File: src/rtl/sbox_share_arbiter.sv
// sbox_share_arbiter
//   Shares one AES S-box between a datapath requester and a key-schedule
//   requester. A granted 32-bit word is substituted one byte per cycle. The
//   result is then held on rsp_data until rsp_ready is seen.
//
// Parameter
//   RR            1 = round-robin between the two requesters on a tie,
//                 0 = key-schedule port always wins
//
// Ports
//   clk, rst                    single clock, synchronous active-high reset
//   dp_valid/dp_ready           datapath request handshake
//   dp_word[31:0], dp_inverse   datapath column (byte k = [8k+7:8k]), 1 = InvSubBytes
//   ks_valid/ks_ready           key-schedule SubWord request (always forward S-box)
//   ks_word[31:0]               key-schedule word, same byte order
//   rsp_data[31:0]              substituted word of the current owner
//   rsp_dp_valid/rsp_ks_valid   response valid, routed to the owner
//   rsp_ready                   response accept, shared by both owners
//
// Build option
//   SBOX_SHARE_PIPE_EN  registers the S-box input byte. RUN then takes one
//                       fill cycle plus four write cycles.

module sbox_share_sbox (
   input  logic       inverse,
   input  logic [7:0] din,
   output logic [7:0] dout
);
   // GF(2^8) multiply modulo x^8+x^4+x^3+x+1
   function automatic logic [7:0] gf_mul(input logic [7:0] a, input logic [7:0] b);
      logic [7:0] p;
      logic [7:0] aa;
      p  = 8'h00;
      aa = a;
      for (int i = 0; i < 8; i++) begin
         if (b[i]) p = p ^ aa;
         aa = {aa[6:0], 1'b0} ^ (aa[7] ? 8'h1B : 8'h00);
      end
      return p;
   endfunction

   // Multiplicative inverse as a^254 (maps 0 to 0, as AES requires)
   function automatic logic [7:0] gf_inv(input logic [7:0] a);
      logic [7:0] sq;
      logic [7:0] r;
      sq = a;
      r  = 8'h01;
      for (int i = 1; i < 8; i++) begin
         sq = gf_mul(sq, sq);
         r  = gf_mul(r, sq);
      end
      return r;
   endfunction

   function automatic logic [7:0] affine_fwd(input logic [7:0] a);
      return a ^ {a[6:0], a[7]} ^ {a[5:0], a[7:6]} ^ {a[4:0], a[7:5]} ^ {a[3:0], a[7:4]} ^ 8'h63;
   endfunction

   function automatic logic [7:0] affine_inv(input logic [7:0] a);
      return {a[6:0], a[7]} ^ {a[4:0], a[7:5]} ^ {a[1:0], a[7:2]} ^ 8'h05;
   endfunction

   assign dout = inverse ? gf_inv(affine_inv(din)) : affine_fwd(gf_inv(din));
endmodule

module sbox_share_arbiter #(
   parameter int unsigned RR = 1
) (
   input  logic        clk,
   input  logic        rst,
   input  logic        dp_valid,
   output logic        dp_ready,
   input  logic [31:0] dp_word,
   input  logic        dp_inverse,
   input  logic        ks_valid,
   output logic        ks_ready,
   input  logic [31:0] ks_word,
   output logic [31:0] rsp_data,
   output logic        rsp_dp_valid,
   output logic        rsp_ks_valid,
   input  logic        rsp_ready
);
   typedef enum logic [1:0] {S_IDLE, S_RUN, S_DONE} state_t;

   state_t      state_q, state_d;
   logic [31:0] word_q, word_d;
   logic        inv_q, inv_d;
   logic        owner_ks_q, owner_ks_d;
   logic        last_ks_q, last_ks_d;   // 1 = key schedule was served last
   logic [1:0]  cnt_q, cnt_d;
   logic [31:0] rsp_data_q, rsp_data_d;
   logic        grant_ks, grant_dp, accept;
   logic        write_en, last_write;
   logic [7:0]  sbox_in, sbox_out;

`ifdef SBOX_SHARE_PIPE_EN
   logic        fill_q, fill_d;
   logic [7:0]  sbox_in_q, sbox_in_d;
   logic [1:0]  fetch_idx;
`endif

   sbox_share_sbox u_sbox (
      .inverse (inv_q),
      .din     (sbox_in),
      .dout    (sbox_out)
   );

   // Grant: ks wins a tie unless round-robin says it was served last
   always_comb begin
      grant_ks = 1'b0;
      grant_dp = 1'b0;
      if (ks_valid && (!dp_valid || RR == 0 || !last_ks_q)) grant_ks = 1'b1;
      else if (dp_valid)                                    grant_dp = 1'b1;
   end

   assign accept = dp_ready || ks_ready;

`ifdef SBOX_SHARE_PIPE_EN
   // First RUN cycle only loads byte 0 into the input register
   assign write_en   = (state_q == S_RUN) && !fill_q;
   assign fetch_idx  = fill_q ? 2'd0 : cnt_q + 2'd1;
   assign sbox_in    = sbox_in_q;
   always_comb begin
      sbox_in_d = sbox_in_q;
      fill_d    = fill_q;
      if (accept)              fill_d = 1'b1;
      if (state_q == S_RUN) begin
         fill_d    = 1'b0;
         sbox_in_d = word_q[{fetch_idx, 3'b000} +: 8];
      end
   end
`else
   assign write_en   = (state_q == S_RUN);
   assign sbox_in    = word_q[{cnt_q, 3'b000} +: 8];
`endif

   assign last_write = write_en && (cnt_q == 2'd3);

   // State register
   always_ff @(posedge clk) begin
      if (rst) begin
         state_q    <= S_IDLE;
         cnt_q      <= 2'd0;
         rsp_data_q <= 32'h0;
         last_ks_q  <= 1'b0;
         owner_ks_q <= 1'b0;
      end else begin
         state_q    <= state_d;
         cnt_q      <= cnt_d;
         rsp_data_q <= rsp_data_d;
         last_ks_q  <= last_ks_d;
         owner_ks_q <= owner_ks_d;
      end
   end

   // Latched request copy needs no reset; it is reloaded on every accept
   always_ff @(posedge clk) begin
      word_q <= word_d;
      inv_q  <= inv_d;
`ifdef SBOX_SHARE_PIPE_EN
      fill_q    <= fill_d;
      sbox_in_q <= sbox_in_d;
`endif
   end

   // Next-state logic
   always_comb begin
      state_d = state_q;
      unique case (state_q)
         S_IDLE:  if (accept)     state_d = S_RUN;
         S_RUN:   if (last_write) state_d = S_DONE;
         S_DONE:  if (rsp_ready)  state_d = S_IDLE;
         default:                 state_d = S_IDLE;
      endcase
   end

   // Datapath and bookkeeping
   always_comb begin
      word_d     = word_q;
      inv_d      = inv_q;
      owner_ks_d = owner_ks_q;
      last_ks_d  = last_ks_q;
      cnt_d      = cnt_q;
      rsp_data_d = rsp_data_q;
      if (accept) begin
         word_d     = ks_ready ? ks_word : dp_word;
         inv_d      = ks_ready ? 1'b0 : dp_inverse;
         owner_ks_d = ks_ready;
         cnt_d      = 2'd0;
      end
      if (write_en) begin
         rsp_data_d[{cnt_q, 3'b000} +: 8] = sbox_out;
         cnt_d = cnt_q + 2'd1;   // wraps to 0 after byte 3
      end
      if (state_q == S_DONE && rsp_ready) last_ks_d = owner_ks_q;
   end

   // Outputs
   always_comb begin
      dp_ready     = 1'b0;
      ks_ready     = 1'b0;
      rsp_dp_valid = 1'b0;
      rsp_ks_valid = 1'b0;
      if (state_q == S_IDLE && !rst) begin
         dp_ready = grant_dp;
         ks_ready = grant_ks;
      end
      if (state_q == S_DONE) begin
         rsp_ks_valid = owner_ks_q;
         rsp_dp_valid = !owner_ks_q;
      end
   end

   assign rsp_data = rsp_data_q;
endmodule

File: config.mk
export PLATFORM = sky130hd
export DESIGN_NAME = sbox_share_arbiter
export DESIGN_NICKNAME = d
export VERILOG_FILES = /design/src/rtl/sbox_share_arbiter.sv
export SDC_FILE = /design/constraint.sdc
export NUM_CORES = 1
export LEC_CHECK = 0
export BUFFER_PORTS_ARGS = -buffer_cell sky130_fd_sc_hd__buf_4
export CAP_MARGIN = 5
export CORE_ASPECT_RATIO = 1.1
export CORE_MARGIN = 2
export CORE_UTILIZATION = 35
export DETAILED_ROUTE_END_ITERATION = 7
export SYNTH_ARGS = -nofsm -noshare
export SYNTH_HDL_FRONTEND = slang
export SYNTH_HIERARCHICAL = 1
export SYNTH_SLANG_ARGS = --single-unit
File: constraint.sdc
create_clock -name clk -period 17.44 [get_ports clk]
set_input_delay 0.872 -clock clk [delete_from_list [all_inputs] [get_ports clk]]
set_output_delay 0.872 -clock clk [all_outputs]
set_load 0.01 [all_outputs]
Word level (Yosys, flattened, before mapping)
Cells that the tools add are included.
{"block": "totals", "regBits": 71, "out_inout_bits": 36, "elab_cells": 839}
{"block": "classes", "add_sub_neg": 2, "n_eq_ne": 6, "shifts": 3, "muxes": 422, "n_bitwise": 386, "reduce_logical": 13}
{"op": "$xor A8 B8 Y8", "n": 370}
{"op": "$mux W8", "n": 211}
{"op": "$mux W5", "n": 184}
{"op": "$bwmux W32", "n": 1}
{"op": "$mux W32", "n": 1}
{"op": "$shift A8 B7 Y32 const A", "n": 1}
{"op": "$shiftx A32 B6 Y8", "n": 1}
{"op": "$shiftx A8 B7 Y32", "n": 1}
{"op": "$mux W2", "n": 7}
{"op": "$mux W7", "n": 2}
{"op": "$not A1 Y1 const A", "n": 14}
{"op": "$mux W6", "n": 2}
{"op": "$mux W1", "n": 9}
{"op": "$mux W4", "n": 2}
{"op": "$neg A5 Y7", "n": 1}
{"op": "$mux W3", "n": 2}
{"op": "$pmux W2 S3", "n": 1}
{"op": "$eq A2 B2 Y1 const B", "n": 2}
{"op": "$logic_and A1 B1 Y1", "n": 4}
{"op": "$logic_not A1 Y1", "n": 4}
{"op": "$ne A2 B2 Y1 const B", "n": 2}
{"op": "$not A4 Y4", "n": 1}
{"op": "$reduce_and A3 Y1", "n": 1}
{"op": "$add A2 B1 Y2 const B", "n": 1}
{"op": "6 further kinds", "n": 7}

Depth between registers and ports, before layout
Gate-level depths: netlist of run 1.
{"block": "logic_depth", "ltp_word": 136, "depth_mapped": 67, "mapped_depth_nobuf": 54}

Cells and area by module
The synthesis of run 1 kept the hierarchy.
{"module": "sbox_share_sbox", "instances": 1, "cells_each": 3954, "area_each_um2": 30140.2, "seq_area_each_um2": 0.0}
{"module": "sbox_share_arbiter", "instances": 1, "cells_each": 218, "area_each_um2": 3153.0, "seq_area_each_um2": 1751.7}

Worst setup path after synthesis of run 1
OpenSTA, ideal clock, no wires.
{"block": "synth_path", "path_kind": "reg2reg", "start": "register cnt_q[0]", "end": "register rsp_data_q[2], in the netlist rsp_data[2]", "setup_ps": 70, "arrival_time_ps": 15419, "required_ps": 17370, "path_slack_ps": 1950, "stages_incl_launch_ff": 63, "n_path_buf": 9, "period_less_slack_ps": 15490, "path_cell_list": "dfxtp_1 buf_2 mux4_2 buf_4 buf_6 buf_4 xor2_1 xor2_2 inv_2 clkbuf_1 ha_1 clkbuf_1 nand2_1 xor2_2 nand2_1 and2_1 inv_1 buf_4 [27 not listed] a21boi_0 mux2i_1 or4_1 buf_4 a31oi_1 o211ai_1 xnor3_2 xor2_1 nor2_1 xnor2_1 xnor2_1 xnor3_1 xnor2_1 xnor3_2 xnor3_1 mux2i_1 nand3_1 a21oi_1"}
{"block": "synth_via", "elab_cells_between_ends": 784, "classes_between": "1 x add/sub; 3 x shift; 408 x mux; 372 x bitwise"}
{"element": "start: declaration", "line": "90", "text": "logic [1:0] cnt_q, cnt_d;"}
{"element": "start signal: assignment", "line": "149", "text": "cnt_q <= cnt_d;"}
{"element": "$shiftx A32 B6 Y8 *", "line": "134", "text": "assign sbox_in = word_q[{cnt_q, 3'b000} +: 8];"}
{"element": "named net sbox_in[6]", "line": "94", "text": "logic [7:0] sbox_in, sbox_out;"}
{"element": "$xor A8 B8 Y8", "line": "37", "text": "aa = {aa[6:0], 1'b0} ^ (aa[7] ? 8'h1B : 8'h00);"}
{"element": "$xor A8 B8 Y8", "line": "36", "text": "if (b[i]) p = p ^ aa;"}
{"element": "$mux W8", "line": "36"}
{"element": "$xor A8 B8 Y8", "line": "36"}
{"element": "$mux W8", "line": "36"}
{"element": "$xor A8 B8 Y8", "line": "36"}
{"element": "[115 not listed]"}
{"element": "$mux W8", "line": "36"}
{"element": "$xor A8 B8 Y8", "line": "36"}
{"element": "$mux W8", "line": "36"}
{"element": "$xor A8 B8 Y8 (4 in series)", "line": "56", "text": "return a ^ {a[6:0], a[7]} ^ {a[5:0], a[7:6]} ^ {a[4:0], a[7:5]} ^ {a[3:0], a[7:4]} ^ 8'h63;"}
{"element": "$mux W8 *", "line": "63", "text": "assign dout = inverse ? gf_inv(affine_inv(din)) : affine_fwd(gf_inv(din));"}
{"element": "named net sbox_out[2]", "line": "94"}
{"element": "$shiftx A8 B7 Y32 *", "line": "192", "text": "rsp_data_d[{cnt_q, 3'b000} +: 8] = sbox_out;"}
{"element": "$bwmux W32 *", "line": "192"}
{"element": "end signal: assignment", "line": "150", "text": "rsp_data_q <= rsp_data_d;"}
{"element": "end: declaration", "line": "91", "text": "logic [31:0] rsp_data_q, rsp_data_d;"}
Mark *: on every way through the listed nets, which the timed path passes. The rest lies on a longest branch.
A chain may end at the register's enable or synchronous reset.

Worst setup path after layout of run 1
{"block": "layout_path", "start": "register cnt_q[0]", "end": "register rsp_data_q[3], in the netlist rsp_data[3]"}
{"block": "layout_via", "elab_cells_between_ends": 784, "classes_between": "1 x add/sub; 3 x shift; 408 x mux; 372 x bitwise"}
{"element": "$shiftx A32 B6 Y8 *", "line": "134"}
{"element": "named net sbox_in[0]", "line": "94"}
{"element": "$mux W8", "line": "36"}
{"element": "$xor A8 B8 Y8", "line": "36"}
{"element": "$mux W8", "line": "36"}
{"element": "$xor A8 B8 Y8", "line": "36"}
{"element": "$mux W8", "line": "36"}
{"element": "$xor A8 B8 Y8", "line": "36"}
{"element": "[115 not listed]"}
{"element": "$mux W8", "line": "36"}
{"element": "$xor A8 B8 Y8", "line": "36"}
{"element": "$mux W8", "line": "36"}
{"element": "$xor A8 B8 Y8 (4 in series)", "line": "56"}
{"element": "$mux W8 *", "line": "63"}
{"element": "named net sbox_out[3]", "line": "94"}
{"element": "$shiftx A8 B7 Y32 *", "line": "192"}
{"element": "$bwmux W32 *", "line": "192"}
Marked as above.

==> flow_summary.ini, run 1 <==
[run_status]
outcome = complete, no violations

[synth]
synth_flop_cell = dfxtp_1
netlist_area_sq_um = 33300
yosys_warnings = 6
syn_nets = 4259
async_flop_share = 0
synth-edff-count = 33
ys_seq_elements = 71
ys_types = 118
synthCells = 4172
seq_area_frac_synth = 0.0526
avgSynthCellArea_sq_um = 7.98

[sta]
timing.fmax_ghz = 0.0600
finalSetupViolCount = 0
hold_violations = 0
hold_slack_ps = 464
period_share = 0.955
min_period_ps = 16660
tightest_slew_ps = 1180
max-slew-margin-rel = 0.211
rsz0062_at_grt = true
finalClockSkew_ps = 6.93
final-max-slew-violation-count = 0

[cts]
cts_sinks = 71
cts_tree = done
cts_buffers = 9
clockBufferDepth = 2
cts-root-buf = clkbuf_16
clkTransAtPathRegs_ps = 60
htreeDepth = 3
clk_latency_ps = 370

[global_route]
grt.total_usage = 0.198
grt-ovfl-total = 0
grt_start_max_net_pins = 37
antenna_found_initial = 1
grt_pass1_vias = 28187
grt_pass1_wl_um = 160000

[route]
drtIter0Drc = 2424
drt_wl_total_um = 100000
drc = 0
wire_per_inst_um = 18.4
viasPerCell = 5.50
num_vias = 29976
dr.pass1.iters = 6
ant_nets = 0

[die]
die_w_um = 298
initial_core_util = 0.353
num_io_pins = 106
rows = 118
die_h_um = 327
coreArea_sq_um = 94200
die_area_sq_um = 97600

[placed_design]
dp_hpwl_um = 74900
gp_congestion = 0.910
dpl_cell_area_sq_um = 35800
portBuffers = 105

[final_layout]
fillCellCount = 9698
n_antenna_cell = 0
nets = 4276
final_cell_area_sq_um = 36400
syn_to_final_growth_pct = 9.20
multi_input_area_sq_um = 30400
layout-drive-gt1-share = 0.145
regArea_sq_um = 1750

[flow_run]
maxCapViolations = 0

[setup_path]
critPathLaunchType = flop
cp_common_cell = xnor3_1
required_ps = 17730
path_class = flop to flop
endpoint_kind = flop
slowest_stage = xnor3_1
arrival_ps = 16950
cp_max_fo = 13
critical_path.max_stage_delay_ps = 750

[hold_path]
hold_class = flop to flop
[metrics by stage]
step,setup TNS [ps],cells,setup slack (ps),util
after floorplan,0,4172,1950,-
after global placement,0,5427,329,0.380
after detailed placement,0,5427,147,0.380
after CTS,0,5443,64.9,0.383
after global routing,-69.0,5454,-65.9,0.386
final,0,5454,784,0.386
[placed cells by master, fill, tap and decap left out, types with 30 or more instances in the layout]
cell type    n
nand3_1     88
edfxtp_1    33
xnor2_1    730
a211oi_1    46
xor2_1     187
o22ai_1     55
a31oi_1     49
buf_4      289
a21oi_1    211
nor2_1     560
o211ai_1    47
mux2i_1    116
o21ai_0    155
nand2_1    406
inv_1       38
xnor3_2     30
xnor2_2     84
nor3_1     117
dfxtp_1     36
and2_1      33
xor3_1      31
xnor3_1    174
a22o_1      30
[Yosys cell counts (57+ instances only)]
cell	number	area, sq um
nand2_1	406	1520
xnor3_1	180	4050
o21ai_0	155	776
nor3_1	117	586
xnor2_1	760	6660
xnor2_2	57	927
a21oi_1	211	1060
clkbuf_1	152	571
nand3_1	88	440
nor2_1	560	2100
xor2_1	191	1670
buf_2	69	345
mux2i_1	117	1170
[state kept, by name, indices dropped and copies added (netlist names)]
name	cells
owner_ks_q	1
cnt_q	2
word_q	32
state_q	2
inv_q	1
rsp_data	32
last_ks_q	1
[kinds of logic after synthesis]
group,count (synthesis),synth area share
flip-flops,71,0.0526
AO/OA/AOI/OAI,877,0.177
buffers and inverters,338,0.0465
AND/OR/NAND/NOR,1401,0.188
adder cells (fa/ha/maj),20,0.00729
XOR/XNOR,1282,0.466
multiplexers,183,0.0634
[worst max-delay path: cells and delay by family, from the launching register on]
kind / cells / cell delay, ps
xor gates and xnor gates: 28 / 11340
AOI/OAI and AO/OA: 6 / 1370
muxes: 4 / 1250
and+or+nand+nor: 5 / 920
adders and majority gates: 2 / 700
DFF: 1 / 520
buffers and inverters: 2 / 430
[final cells by class]
type | count | area share
Tap cell | 1260 | 0.0434
Clock inverter | 5 | 0.000826
Multi-Input combinational cell | 3764 | 0.835
Clock buffer | 11 | 0.00699
Timing Repair Buffer | 290 | 0.0602
Sequential cell | 71 | 0.0482
Inverter | 53 | 0.00551
[metal layers]
metal	routed length, um	GRT usage	up-vias	part of all wire
met1	45900	0.273	14305	0.46
met5	0	0	-	0
met3	5420	0.0198	109	0.054
li1	-	-	14635	-
met2	47500	0.336	927	0.47
met4	1650	0.0402	0	0.016
[path summary, 6_finish.rpt]
| kind | depth (start not counted) | from | slack [ps] | endpoint |
|---|---|---|---|---|
| setup / recovery | 47 | cnt_q[0]$_SDFFE_PP0P_ | 780 | rsp_data[3]$_SDFFE_PP0P_ |
| setup reg to reg | 47 | cnt_q[0]$_SDFFE_PP0P_ | 780 | rsp_data[3]$_SDFFE_PP0P_ |
| hold reg to reg | 2 | rsp_data[5]$_SDFFE_PP0P_ | 460 | rsp_data[5]$_SDFFE_PP0P_ |
| hold / removal | 2 | rsp_data[5]$_SDFFE_PP0P_ | 460 | rsp_data[5]$_SDFFE_PP0P_ |
[what timing repair did]
action | in CTS | in global routing
hold buffers | 0 | 0
buffers inserted | 0 | 10
gates resized for setup | 0 | 30
setup endpoints to repair | 0 | 32
Power of run 1 is not shown: default switching activity piles up to over one toggle a cycle in this logic, so the estimate is an artifact.
==> run 2, diff against run 1 <==
CORE_UTILIZATION = 45   (was 35)
==> run 2 against run 1 <==
Flip-flop and latch count stayed put. Register-to-register slack better by 90 ps. Clock-buffer cell count is 1 lower. First-iteration DRC count is 12% higher. Largest cell class unchanged.
==> flow_summary.ini, run 2 (synthesized netlist as in run 1, its figures left out) <==
[run_status]
outcome = complete, no violations

[route]
drt-met1-wl_um = 44800
wire_per_inst_um = 19.8
drc = 0
wl_met3_um = 5020
ant_nets = 0
top_layer_used = met4
num_vias = 30093
drt_wl_total_um = 102000
drtIter0Drc = 2716
dr.pass1.iters = 6
dr_wl_met2_um = 49100
viasPerCell = 5.85

[final_layout]
nets = 4272
syn_to_final_growth_pct = 8.02
layout_common_cells = xnor2_1 (733), nor2_1 (559), nand2_1 (406), buf_4 (285), a21oi_1 (211)
layout-drive-gt1-share = 0.143
n_antenna_cell = 0
stdcell_count = 5144
final_common_cell = xnor2_1
final_cell_area_sq_um = 36000
fillCellCount = 7135

[setup_path]
required_ps = 17740
endpoint_kind = flop
slowest_stage = xor3_2
cp_common_cell = xnor3_1
cp_max_fo = 23
critical_path.max_stage_delay_ps = 740
arrival_ps = 16870
path_class = flop to flop
critPathLaunchType = flop

[global_route]
grt_pass1_vias = 28165
grt-ovfl-total = 0
grt_pass1_wl_um = 161000
grt.total_usage = 0.260
grt_start_max_net_pins = 37
antenna_found_initial = 1

[cts]
cts_buffers = 9
cts_sinks = 71
clk_latency_ps = 390
ctsHoldBuffers = 0
clkTransAtPathRegs_ps = 70
cts-root-buf = clkbuf_16
clockBufferDepth = 2
cts_tree = done
htreeDepth = 3

[sta]
finalSetupViolCount = 0
min_period_ps = 16570
period_share = 0.950
tightest_slew_ps = 1080
hold_violations = 0
max-slew-margin-rel = 0.272
final-max-slew-violation-count = 0
timing.fmax_ghz = 0.0604
rsz0062_at_grt = false
tns_ps = 0
finalClockSkew_ps = 20.0

[placed_design]
gp_congestion = 0.937
dp.cells = 5120
dp_hpwl_um = 76500
portBuffers = 105
dpl_cell_area_sq_um = 35400

[die]
die_h_um = 289
coreArea_sq_um = 73300
initial_core_util = 0.454
rows = 104
die_area_sq_um = 76200
num_io_pins = 106
die_w_um = 263

[flow_run]
maxCapViolations = 0

[hold_path]
hold_class = flop to flop
-- run 2: cell types whose count changed in the layout (fill, tap and decap cells not counted), sizes merged --
cell | previous run | this run
bufinv | 0 | 1
buf | 290 | 285
mux4 | 9 | 10
clkinv | 9 | 10
clkinvlp | 1 | 0
clkbuf | 11 | 10
-- run 2: final timing paths --
kind                                                from                  endpoint  slack, ps  cells after the start
worst max-delay path               cnt_q[0]$_SDFFE_PP0P_  rsp_data[2]$_SDFFE_PP0P_        870                     44
worst min register to register  rsp_data[5]$_SDFFE_PP0P_  rsp_data[5]$_SDFFE_PP0P_        470                      2
worst max register to register     cnt_q[0]$_SDFFE_PP0P_  rsp_data[2]$_SDFFE_PP0P_        870                     44
worst min-delay path            rsp_data[5]$_SDFFE_PP0P_  rsp_data[5]$_SDFFE_PP0P_        470                      2
-- run 2: repair_timing --
item                                   4_1_cts  5_1_grt
buffers inserted                             0        6
gates resized for setup                      1       27
setup endpoints to repair                    1       32
endpoints found under the hold margin        0        0
cloned                                       0        2
pin swaps                                    0        2
-- run 2: through the flow --
stage	setup slack, ps	hold slack, ps	util
6_report	875	466	0.491
5_1_grt	4.44	472	0.491
4_1_cts	77.9	461	0.487
3_5_place_dp	-20.3	453	0.483
3_3_place_gp	139	445	0.483
2_1_floorplan	1950	476	-
-- run 2: cell type report --
cell class              instances  area [sq um]  area share
multi-input cells            3765         30400       0.844
repair buffers                285          2140      0.0595
flip-flops and latches         71          1760      0.0488
well taps                     954          1190      0.0332
clock buffers                  10           250     0.00696
inverters                      53           199     0.00553
clock inverters                 6          66.3     0.00184
-- run 2: per-layer routing --
metal / global-route usage / up-vias
li1: - / 14601
met1: 0.342 / 14372
met5: 0 / -
met2: 0.449 / 964
met4: 0.0800 / 0
met3: 0.0254 / 156
-- run 2: worst max-delay path: cells and delay by family (launching register included) --
family                   cells  cell delay, ps
AO/OA/AOI/OAI                6            1690
AND/OR/NAND/NOR              9            1920
adder cells (fa/ha/maj)      1             480
multiplexers                 4            1590
flip-flops                   1             490
XOR/XNOR                    24           10250
Power of run 2 is left out for the same reason.
